$ cat src/rtl/pipe_reg_chain.sv
// Cascaded pipeline registers with per-stage stall/flush control
// and saturating bubble/flush event counters.
module pipe_reg_chain #(
  parameter int                DATA_W   = 80,
  parameter int                DEPTH    = 1,
  parameter int                BASE     = 2,
  parameter int                STALL_W  = 6,
  parameter logic [DATA_W-1:0] NOP_DATA = {DATA_W{1'b0}},
  parameter int                CNT_W    = 16
) (
  input  logic              clk,
  input  logic              rst,
  input  logic [STALL_W-1:0] stall,
  input  logic [DEPTH-1:0]  flush,
  input  logic [DATA_W-1:0] in_data,
  input  logic              in_valid,
  output logic [DATA_W-1:0] out_data,
  output logic              out_valid,
  output logic [DEPTH-1:0]  stage_valid,
  output logic [CNT_W-1:0]  bubble_cnt,
  output logic [CNT_W-1:0]  flush_cnt,
  input  logic              clr_cnt
);

  if (DEPTH < 1 || DEPTH > 4 || BASE + DEPTH + 1 > STALL_W) begin : g_bad
    $error("pipe_reg_chain: bad DEPTH/BASE/STALL_W");
  end

  logic [DEPTH-1:0][DATA_W-1:0] w_data;
  logic [DEPTH-1:0]             w_valid;
  logic [DEPTH-1:0]             w_bub;
  logic [DEPTH-1:0]             w_kill;
  logic                         w_unused_stall;

  assign w_unused_stall = ^stall;

  for (genvar i = 0; i < DEPTH; i++) begin : g_st
    logic [DATA_W-1:0] r_d;
    logic              r_v;
    logic [DATA_W-1:0] w_src_d;
    logic              w_src_v;
    logic              w_up;
    logic              w_dn;

    if (i == 0) begin : g_head
      assign w_src_d = in_data;
      assign w_src_v = in_valid;
    end else begin : g_body
      assign w_src_d = w_data[i-1];
      assign w_src_v = w_valid[i-1];
    end

    assign w_up      = stall[BASE+i];
    assign w_dn      = stall[BASE+i+1];
    assign w_bub[i]  = !flush[i] && w_up && !w_dn;
    assign w_kill[i] = flush[i] && r_v;
    assign w_data[i]  = r_d;
    assign w_valid[i] = r_v;

    always_ff @(posedge clk) begin
      if (rst || flush[i] || (w_up && !w_dn)) begin
        r_d <= NOP_DATA;
        r_v <= 1'b0;
      end else if (!w_up) begin
        r_d <= w_src_d;
        r_v <= w_src_v;
      end
    end
  end

  logic [CNT_W:0] w_bsum;
  logic [CNT_W:0] w_fsum;

  // Sums are one bit wider so the carry flags saturation.
  always_comb begin
    w_bsum = {1'b0, bubble_cnt};
    w_fsum = {1'b0, flush_cnt};
    for (int i = 0; i < DEPTH; i++) begin
      w_bsum = w_bsum + (CNT_W+1)'(w_bub[i]);
      w_fsum = w_fsum + (CNT_W+1)'(w_kill[i]);
    end
  end

  always_ff @(posedge clk) begin
    if (rst || clr_cnt) begin
      bubble_cnt <= '0;
      flush_cnt  <= '0;
    end else begin
      bubble_cnt <= w_bsum[CNT_W] ? {CNT_W{1'b1}} : w_bsum[CNT_W-1:0];
      flush_cnt  <= w_fsum[CNT_W] ? {CNT_W{1'b1}} : w_fsum[CNT_W-1:0];
    end
  end

  assign out_data    = w_data[DEPTH-1];
  assign out_valid   = w_valid[DEPTH-1];
  assign stage_valid = w_valid;

endmodule

$ cat config.mk
export PLATFORM = sky130hd
export DESIGN_NAME = pipe_reg_chain
export DESIGN_NICKNAME = d
export VERILOG_FILES = /design/src/rtl/pipe_reg_chain.sv
export SDC_FILE = /design/constraint.sdc
export NUM_CORES = 1
export LEC_CHECK = 0
export BUFFER_PORTS_ARGS = -buffer_cell sky130_fd_sc_hd__buf_2
export CAP_MARGIN = 25
export CORE_MARGIN = 5
export CORE_UTILIZATION = 46
export CTS_CLUSTER_DIAMETER = 30
export DETAILED_ROUTE_END_ITERATION = 8
export GPL_ROUTABILITY_DRIVEN = 0
export PLACE_DENSITY = 0.8
export SYNTH_ARGS = -nofsm -noshare
export SYNTH_HDL_FRONTEND = slang
export SYNTH_SLANG_ARGS = --single-unit
$ cat constraint.sdc
create_clock -name clk -period 2.45 [get_ports clk]
set_input_delay 0.1225 -clock clk [delete_from_list [all_inputs] [get_ports clk]]
set_output_delay 0.1225 -clock clk [all_outputs]
set_load 0.1 [all_outputs]
Word level (Yosys, flattened, before mapping)
Index checks and enable logic that the tools add are counted.

word-level totals
  flip-flop bits (word level) = 113
  input port bits = 91
  logic and storage cells = 17

operators by class
  add/sub/neg operators = 2
  muxes and demuxes = 2
  reduce and logical (&&, ||, !) cells = 9

operators with widths
  kind               number
  $add 16x1->17      2
  $mux 16            2
  $logic_and 1x1->1  4
  $logic_or 1x1->1   3
  $logic_not 1->1    2

Logic depth before layout (Yosys ltp)
Gate-level depths: netlist of the first run.

  word-level depth = 5
  gate-level depth with buffers = 8

Worst setup path before layout of the first run
No wires, ideal clock.

  path kind = flip-flop to flip-flop
  from = register g_st[0].r_v (netlist: out_valid)
  to = register flush_cnt[3]
  arrival = 2.567 ns
  setup slack = -0.187 ns
  cell stages (with the launch flop) = 9
  path buffers = 1
  clock period less this slack = 2.637 ns
  cell sequence = dfxtp_1 -> and2_1 -> ha_1 -> ha_1 -> nand4_1 -> nor3_2 -> nand3_1 -> buf_2 -> a21oi_1

on the way
  longest elaborated chain between the ends = 3

ends and longest elaborated chain
  item                    line  source
  from (decl)             39    logic r_v;
  from (signal assigned)  66    r_v <= w_src_v;
  $logic_and 1x1->1       56    assign w_kill[i] = flush[i] && r_v;
  $add 16x1->17           80    w_fsum = w_fsum + (CNT_W+1)'(w_kill[i]);
  $mux 16                 90    flush_cnt <= w_fsum[CNT_W] ? {CNT_W{1'b1}} : w_fsum[CNT_W-1:0];
  to (signal assigned)    90
  to (decl)               21    output logic [CNT_W-1:0] flush_cnt,

No other way between the ends.
A chain may end at the register's enable or synchronous reset.

Worst setup path in the final report of the first run
  from = register g_st[0].r_v (netlist: out_valid)
  to = register flush_cnt[1]

Same word-level chain as after synthesis.

==> results.json, run 1 <==
{
  "status": "complete, no violations",
  "firstDrtPassIters": 4,
  "grt_pass1_vias": 4542,
  "path_clk_slew_ns": 0.05,
  "die_h_um": 106.6,
  "totalWireLength_um": 13950,
  "fin_cells": 830,
  "io_pins": 205,
  "worstSetupPathType": "reg2reg",
  "cp_common_cell": "ha_1",
  "switching_power_w": 0.001293,
  "antenna_cells": 0,
  "fin_tns_setup_ns": 0,
  "remaining_drc_errors": 0,
  "synth-seq-cells": 113,
  "rsz0062_at_grt": "false",
  "synth_top_area_share_pct": 52.74,
  "ctsResizeCount": 0,
  "fin_skew_ns": 0.004259,
  "clockBufferDepth": 2,
  "hold_viol": 0,
  "fin_nets": 802,
  "ys.flop_type": "dfxtp_1",
  "crit_buf_inv": 0,
  "p_leak_nw": 3.274,
  "multi_input_area_um2": 1909,
  "worstPathArrival_ns": 2.57,
  "cts_tree": "yes",
  "r2r_start": "out_valid",
  "overflow": 0,
  "yosysMostFrequentCell": "dfxtp_1",
  "cts_made_buffers": 17,
  "worst_path_largest_cell_delay_ns": 0.42,
  "slew-limit-headroom_pct": 40.06,
  "swShare_pct": 25.46,
  "fmax_mhz": 463.8,
  "hold-worst-slack_ns": 0.1722,
  "drive_gt1_share_pct": 33.66,
  "min_period_ns": 2.156,
  "yosysTopAreaCell": "dfxtp_1",
  "p_int_w": 0.003787,
  "seq_area_um2": 2265,
  "clk-insertion-delay-late_ns": 0.49,
  "fillers": 574,
  "routedWlPerCell_um": 16.81,
  "hold_depth": 5,
  "placementRows": 35,
  "core_um2": 9153,
  "rrSetupSlack_ns": 0.29,
  "clockRootBuffer": "clkbuf_8",
  "min_from": "flush",
  "dp_cells": 718,
  "synth_area_leaders": "dfxtp_1 (53%), mux2i_1 (19%), nor2_1 (8.1%)",
  "io_buffers": 200,
  "floorplan.initialDensity_pct": 46.86,
  "crit_path_start_kind": "flop",
  "ir_worst_vdd_v": 0.0004430,
  "async_flop_share_pct": 0,
  "grt_pass1_wl_um": 22160,
  "ys_seq_area_share_pct": 52.74,
  "power.density_nw_per_um2": 747.3,
  "crit_slowest_cell": "nand3_1",
  "syn_nets": 523,
  "postSynthCellCount": 428,
  "worstPathRequired_ns": 2.86,
  "avgSynthCellArea_um2": 10.02,
  "cap_violations": 0,
  "drtIter0Drc": 162,
  "tightest_slew_ns": 0.8991,
  "drtAntennaViolNets": 0,
  "yosys-top-cells-count": "dfxtp_1 (113), nor2_1 (93), mux2i_1 (82), a21oi_1 (26), xnor2_1 (15)",
  "syn2layout_area_growth_pct": 58.49,
  "maxSlewViolCount": 0,
  "detail_route.vias_per_cell": 5.159,
  "netlist_area_um2": 4289,
  "antenna_found_initial": 0,
  "synth_warnings": 0,
  "grt_max_degree": 82,
  "clock_sinks": 113,
  "die_w_um": 106.6,
  "setup_viol_count_final": 0,
  "vias": 4282,
  "endpoint_kind": "flop",
  "pwr-share-clk_pct": 49.4,
  "power_frac_seq_pct": 37.4,
  "dieArea_um2": 11360,
  "hpwlAfterDp_um": 8182,
  "grt_usage_pct": 24.54,
  "cp_cell_sequence": "and2_1 > ha_1 > ha_1 > nand4_1 > nor3_2 > nand3_1 > a21oi_1",
  "p_comb_share_pct": 13.2,
  "hold_path_class": "in2reg",
  "path_max_fanout": 13,
  "synth_edf_count": 0,
  "h-tree-depth": 4,
  "reg2regPathDepth": 7,
  "critPathTopFamily": "simple AND/OR/NAND/NOR gates",
  "hold_end": "flush_cnt[0]",
  "r2r_end": "flush_cnt[1]",
  "period_share_pct": 88.01,
  "synth_cell_types": 31
}
-- what timing repair did --
item	4_1_cts	5_1_grt
hold buffers	81	0
buffers inserted	0	0
hold endpoints to repair	81	0
endpoints found under the setup margin	0	0
-- worst max path at each step --
stage / to / slack (ns) / cells past startpoint / from
CTS: flush_cnt[1] / 0.30 / 7 / out_valid
global placement: flush_cnt[0] / 0.38 / 7 / out_valid
global route: flush_cnt[1] / 0.05 / 7 / out_valid
floorplan: flush_cnt[3] / 0.08 / 6 / flush_cnt[1]
detailed placement: flush_cnt[5] / 0.33 / 7 / out_valid
finish: flush_cnt[1] / 0.29 / 7 / out_valid
-- power by group through the flow --
stage	Combinational (W)	Clock, W	Sequential (W)
after global routing	0.000700	0.00263	0.00190
after detailed placement	0.000549	0	0.00193
after CTS	0.000651	0.00255	0.00190
final	0.000670	0.00251	0.00190
after floorplan	0.000150	0	0.00220
after global placement	0.000539	0	0.00193
-- stage by stage --
| stage | power [W] | utilization, % | area (um^2) | worst slack (ns) |
|---|---|---|---|---|
| after CTS | 0.005091 | 74.27 | 6798 | 0.3023 |
| final | 0.005080 | 74.27 | 6798 | 0.2938 |
| after floorplan | 0.002349 | - | 4292 | 0.07713 |
| after global routing | 0.005232 | 74.27 | 6798 | 0.05132 |
| after detailed placement | 0.002482 | 58.71 | 5374 | 0.3282 |
| after global placement | 0.002470 | 58.71 | 5374 | 0.3775 |
-- sequential cells by signal, indices dropped and copies added (netlist names) --
signal and cells:
bubble_cnt 16, flush_cnt 16, out_valid 1, out_data 80
-- worst reg2reg max path, cell delays in order (launching register included) --
cell     delay [ns]
dfxtp_2        0.34
and2_1         0.12
ha_1           0.18
ha_1           0.23
nand4_1        0.24
nor3_2         0.27
nand3_1        0.42
a21oi_1        0.28
-- routing by layer --
metal / vias to the layer above / global-route usage (%) / routed length, um
li1: 2015 / - / -
met1: 1997 / 25.19 / 5101
met2: 219 / 43.48 / 7133
met3: 51 / 8.925 / 1167
met4: 0 / 12.69 / 546
met5: - / 0 / 0
-- logic make-up after synthesis --
kind of cell	count (synthesis)	share of synthesized area, %
flip-flops	113	52.74
AND/OR/NAND/NOR	142	15.11
XOR/XNOR	20	4.084
multiplexers	82	19.14
adder cells (fa/ha/maj)	4	1.167
AO/OA/AOI/OAI	37	4.755
buffers and inverters	30	3.005
-- final cells by class --
class / instances / share of cell area, %
clock buffer: 23 / 7.160
clock inverter: 8 / 1.859
inverter: 6 / 0.3313
multi-input combinational: 285 / 28.09
sequential: 113 / 33.31
tap: 111 / 2.043
timing repair buffer: 284 / 27.20
-- placed cells by master (no fill, tap or decap), drive strengths merged, types with 3 or more instances in the layout --
cell / instances
nor4: 6
ha: 4
dfxtp: 113
nand3: 10
a211oi: 4
xnor2: 15
nand2: 8
clkbuf: 23
nor2: 93
nor3: 7
bufinv: 3
nor2b: 3
dlygate4sd3: 81
nand4: 7
inv: 6
buf: 203
xor2: 5
a31oi: 4
mux2i: 82
clkinvlp: 3
a21oi: 26
Power figures use the tool's default switching activity.
==> run 2: changes to the inputs <==
--- a/config.mk
+++ b/config.mk
@@ -12,7 +12,7 @@
 export CTS_CLUSTER_DIAMETER = 30
 export DETAILED_ROUTE_END_ITERATION = 8
 export GPL_ROUTABILITY_DRIVEN = 0
-export PLACE_DENSITY = 0.8
+export PLACE_DENSITY_LB_ADDON = 0.05
 export SYNTH_ARGS = -nofsm -noshare
 export SYNTH_HDL_FRONTEND = slang
 export SYNTH_SLANG_ARGS = --single-unit
==> run 2 against run 1 <==
Effect of this change: design area shrank 0.66%; critical path depth is the same; setup slack lost 0.0022 ns; sequential share of layout area grew 0.22 points; clock power shrank 7%; sequential cell count is the same; largest power group unchanged; critical path type unchanged; first-iteration DRC count shrank 22%; clock skew grew 0.0030 ns; largest cell class unchanged; combinational power shrank 2%.
==> results.json, run 2 (synthesis gave the netlist of run 1 again) <==
{
  "io_buffers": 200,
  "hold_end": "flush_cnt[0]",
  "crit_buf_inv": 0,
  "ir_worst_vdd_v": 0.0005141,
  "syn2layout_area_growth_pct": 57.44,
  "cp_common_cell": "ha_1",
  "antenna_cells": 0,
  "maxSlewViolCount": 0,
  "fin_nets": 803,
  "p_comb_share_pct": 13.4,
  "dp_cells": 719,
  "fin_ws_ns": 0.2915,
  "switching_power_w": 0.001262,
  "vias": 4079,
  "grt_usage_pct": 21.70,
  "remaining_drc_errors": 0,
  "fin_skew_ns": 0.007301,
  "grt_pass1_vias": 4153,
  "fin_tns_setup_ns": 0,
  "drtAntennaViolNets": 0,
  "min_period_ns": 2.158,
  "routedWlPerCell_um": 14.77,
  "worstSetupPathType": "reg2reg",
  "tightest_slew_ns": 0.8879,
  "largest_reg_flops": 80,
  "clockBufferDepth": 2,
  "pwr-share-clk_pct": 47.8,
  "totalWireLength_um": 12290,
  "placementRows": 35,
  "swShare_pct": 25.82,
  "fmax_mhz": 463.3,
  "die_h_um": 106.6,
  "die_w_um": 106.6,
  "hold_path_class": "in2reg",
  "path_max_fanout": 13,
  "critPathTopFamily": "simple AND/OR/NAND/NOR gates",
  "status": "complete, no violations",
  "worstPathArrival_ns": 2.57,
  "layout_common_cells": "buf_2 (199), dfxtp_1 (111), nor2_1 (93)",
  "dieArea_um2": 11360,
  "drtIter0Drc": 126,
  "rrSetupSlack_ns": 0.29,
  "power_w": 0.004890,
  "h-tree-depth": 4,
  "setup_viol_count_final": 0,
  "crit_slowest_cell": "nand3_1",
  "p_int_w": 0.003627,
  "endpoint_kind": "flop",
  "rsz0062_at_grt": "false",
  "clock_sinks": 113,
  "final_common_cell": "buf_2",
  "postPlaceCellArea_um2": 5369,
  "cts_made_buffers": 17,
  "detail_route.vias_per_cell": 4.903,
  "core_um2": 9153,
  "clockRootBuffer": "clkbuf_8",
  "hold_viol": 0,
  "worstPathRequired_ns": 2.86,
  "floorplan.initialDensity_pct": 46.86,
  "p_leak_nw": 3.254,
  "reg2regPathDepth": 7,
  "path_clk_slew_ns": 0.05,
  "power.density_nw_per_um2": 724.1,
  "r2r_end": "flush_cnt[0]",
  "overflow": 0,
  "firstDrtPassIters": 7,
  "slew-limit-headroom_pct": 40.81,
  "io_pins": 205,
  "cp_cell_sequence": "and2_1 > ha_1 > ha_1 > nand4_1 > nor3_2 > nand3_1 > a21oi_1",
  "grt_max_degree": 54,
  "grt_pass1_wl_um": 19700,
  "cts_tree": "yes",
  "fin_cells": 832,
  "clk-insertion-delay-late_ns": 0.50,
  "crit_path_start_kind": "flop",
  "drive_gt1_share_pct": 33.56,
  "power_frac_seq_pct": 38.8,
  "fin_area_um2": 6753,
  "pre_cts_ws_ns": 0.2739,
  "min_from": "flush",
  "worst_path_largest_cell_delay_ns": 0.41,
  "cap_violations": 0,
  "r2r_start": "out_valid",
  "period_share_pct": 88.10,
  "hpwlAfterDp_um": 7890,
  "antenna_found_initial": 0,
  "hold_depth": 5
}
run 2: power groups by stage:
stage / clock network (W) / registers, W / logic (W)
global placement: 0 / 0.00193 / 0.000542
floorplan: 0 / 0.00220 / 0.000150
CTS: 0.00238 / 0.00189 / 0.000650
detailed placement: 0 / 0.00193 / 0.000547
global route: 0.00247 / 0.00190 / 0.000691
finish: 0.00234 / 0.00190 / 0.000656
run 2: cell type report:
cell class,instances,area (um^2)
fill,647,2400
sequential,113,2265
multi-input combinational,285,1909
timing repair buffer,285,1844
clock buffer,23,466.7
tap,111,138.9
clock inverter,9,106.4
inverter,6,22.52
run 2: how the worst max path moves through the flow:
stage / startpoint / to / slack [ns] / depth (start not counted)
final: out_valid / flush_cnt[0] / 0.29 / 7
after global routing: out_valid / flush_cnt[8] / 0.01 / 7
after CTS: out_valid / flush_cnt[0] / 0.24 / 7
after detailed placement: out_valid / flush_cnt[0] / 0.27 / 7
after global placement: out_valid / flush_cnt[0] / 0.35 / 7
after floorplan: flush_cnt[1] / flush_cnt[3] / 0.08 / 6
run 2: through the flow:
step,hold slack [ns],util (%)
2_1_floorplan,0.2663,-
3_3_place_gp,0.3517,58.66
3_5_place_dp,0.3605,58.66
4_1_cts,0.1463,73.78
5_1_grt,0.2083,73.78
6_report,0.1678,73.78
run 2: worst reg2reg max path: stages, from the launching register on:
cell	delay, ns
dfxtp_2	0.34
and2_1	0.12
ha_1	0.19
ha_1	0.24
nand4_1	0.23
nor3_2	0.29
nand3_1	0.41
a21oi_1	0.27
run 2: metal layers:
| metal | wire length (um) | track usage (%) | up-vias |
|---|---|---|---|
| met4 | 300 | 9.680 | 0 |
| met3 | 916 | 7.954 | 25 |
| met2 | 6272 | 38.53 | 139 |
| met1 | 4802 | 22.81 | 1892 |
| met5 | 0 | 0 | - |
| li1 | - | - | 2023 |
run 2: what timing repair did:
| item | 4_1_cts | 5_1_grt |
|---|---|---|
| setup buffers | 0 | 0 |
| resized for setup | 0 | 0 |
| hold buffers | 81 | 0 |
| endpoints found under the hold margin | 81 | 0 |
==> run 3: changes to the inputs <==
--- a/config.mk
+++ b/config.mk
@@ -7,11 +7,14 @@
 export LEC_CHECK = 0
 export BUFFER_PORTS_ARGS = -buffer_cell sky130_fd_sc_hd__buf_2
 export CAP_MARGIN = 25
+export CELL_PAD_IN_SITES_DETAIL_PLACEMENT = 1
+export CELL_PAD_IN_SITES_GLOBAL_PLACEMENT = 1
 export CORE_MARGIN = 5
-export CORE_UTILIZATION = 46
+export CORE_UTILIZATION = 33
 export CTS_CLUSTER_DIAMETER = 30
 export DETAILED_ROUTE_END_ITERATION = 8
 export GPL_ROUTABILITY_DRIVEN = 0
+export MAX_ROUTING_LAYER = met4
 export PLACE_DENSITY_LB_ADDON = 0.05
 export SYNTH_ARGS = -nofsm -noshare
 export SYNTH_HDL_FRONTEND = slang
==> run 3 against run 2 <==
Effect of this change: clock skew fell by 0.00067 ns; combinational power rose by 0.9%; worst hold slack improved by 0.084 ns; fmax rose by 5.5%; sequential power barely moved; routed wire length rose by 13%; global-route usage fell by 2.9 points; via count rose by 1.3%; clock power rose by 2%; critical endpoint is now flush_cnt[1]; highest routed layer unchanged.
==> results.json, run 3 (synthesis gave the netlist of run 1 again) <==
{
  "seq_area_um2": 2265,
  "fin_skew_ns": 0.006634,
  "die_w_um": 124.0,
  "endpoint_kind": "flop",
  "worstPathRequired_ns": 2.77,
  "clk-insertion-delay-late_ns": 0.41,
  "multi_input_area_um2": 1909,
  "cp_common_cell": "ha_1",
  "hpwlAfterDp_um": 9048,
  "dp_cells": 781,
  "grt_max_degree": 82,
  "ir_worst_vdd_v": 0.0003923,
  "fillers": 1467,
  "final_common_cell": "buf_2",
  "io_buffers": 200,
  "power.density_nw_per_um2": 720.4,
  "fin_nets": 804,
  "drtIter0Drc": 146,
  "fin_cells": 895,
  "cap_violations": 0,
  "hold_depth": 4,
  "worstSetupPathType": "reg2reg",
  "ctsResizeCount": 0,
  "drive_gt1_share_pct": 33.52,
  "setup_viol_count_final": 0,
  "worst_path_largest_cell_delay_ns": 0.34,
  "reg2regPathDepth": 8,
  "grt_pass1_vias": 4416,
  "largest_reg_flops": 80,
  "grt_pass1_wl_um": 21580,
  "clock_sinks": 113,
  "clockBufferDepth": 2,
  "totalWireLength_um": 13930,
  "tightest_slew_ns": 1.032,
  "syn2layout_area_growth_pct": 59.95,
  "hold_path_class": "in2reg",
  "placementRows": 41,
  "post_cts_buffers": 0,
  "firstDrtPassIters": 4,
  "fmax_mhz": 488.9,
  "crit_slowest_cell": "dfxtp_2",
  "clockRootBuffer": "clkbuf_16",
  "period_share_pct": 83.48,
  "hold_viol": 0,
  "cts_hold_buf": 81,
  "crit_path_start_kind": "flop",
  "crit_buf_inv": 1,
  "routedWlPerCell_um": 15.57,
  "fin_tns_setup_ns": 0,
  "path_clk_slew_ns": 0.05,
  "core_um2": 12670,
  "path_max_fanout": 8,
  "pre_cts_ws_ns": 0.4006,
  "overflow": 0,
  "h-tree-depth": 4,
  "grt_usage_pct": 18.79,
  "dieArea_um2": 15380,
  "die_h_um": 124.0,
  "drtAntennaViolNets": 0,
  "remaining_drc_errors": 0,
  "antenna_found_initial": 1,
  "slew-limit-headroom_pct": 31.17,
  "cts_made_buffers": 17,
  "layout_common_cells": "buf_2 (199), dfxtp_1 (111), nor2_1 (93)",
  "cp_num_cells": 8,
  "floorplan.initialDensity_pct": 33.85,
  "vias": 4130,
  "maxSlewViolCount": 0,
  "p_leak_nw": 3.280,
  "critPathTopFamily": "simple AND/OR/NAND/NOR gates",
  "cts_tree": "yes",
  "cp_cell_sequence": "and2_1 > ha_1 > ha_1 > nand4_1 > nor3_2 > nand3_1 > buf_4 > a21oi_1",
  "status": "complete, no violations",
  "min_period_ns": 2.045,
  "worstPathArrival_ns": 2.37,
  "fin_ws_ns": 0.4047,
  "rsz0062_at_grt": "false",
  "io_pins": 205,
  "detail_route.vias_per_cell": 4.615
}
-- run 3: cell count changes in the layout (fill, tap and decap cells not counted), sizes merged --
cell	previous run	this run
clkinvlp	3	0
diode	0	1
clkinv	4	3
buf	204	205
bufinv	2	1
clkbuf	23	28
-- run 3: where the power goes --
| part | switching, W | total [W] | internal [W] |
|---|---|---|---|
| logic | 0.000431 | 0.000662 | 0.000230 |
| clock network | 0.000805 | 0.00238 | 0.00158 |
| registers | 0.0000189 | 0.00190 | 0.00188 |
| total | 0.00126 | 0.00494 | 0.00369 |
-- run 3: final cells by class --
class / instances / area share, %
antenna: 1 / 0.03648
clock buffer: 28 / 7.824
inverter: 6 / 0.3283
timing repair buffer: 286 / 27.17
multi-input combinational: 285 / 27.83
sequential: 113 / 33.01
tap: 172 / 3.137
clock inverter: 4 / 0.6566
-- run 3: final timing paths --
path	startpoint	endpoint	slack [ns]
worst min-delay path	stall[3]	out_valid	0.25
worst min register to register	out_data[18]	out_data[18]	0.49
worst max-delay path	out_valid	flush_cnt[1]	0.40
worst max register to register	out_valid	flush_cnt[1]	0.40
-- run 3: worst reg2reg max path: cells and delay by family, from the launching register on --
kind	cells	cell delay [ns]
flops	1	0.34
buf+inv	1	0.19
fa+ha+maj	2	0.46
simple gates	4	0.84
compound gates	1	0.15
-- run 3: metrics by stage --
stage	power, W	util (%)	hold WS (ns)	cell area, um^2
6_report	0.004942	54.14	0.2519	6860
5_1_grt	0.005126	54.14	0.2674	6860
4_1_cts	0.004992	54.12	0.2578	6858
3_5_place_dp	0.002489	43.13	0.3614	5465
3_3_place_gp	0.002478	43.13	0.3515	5465
2_1_floorplan	0.002349	-	0.2663	4292
-- run 3: routing by layer --
| layer | routed length (um) | track usage, % |
|---|---|---|
| met5 | 0 | - |
| met4 | 382 | 8.761 |
| met3 | 921 | 6.721 |
| met2 | 7261 | 32.34 |
| met1 | 5368 | 19.11 |
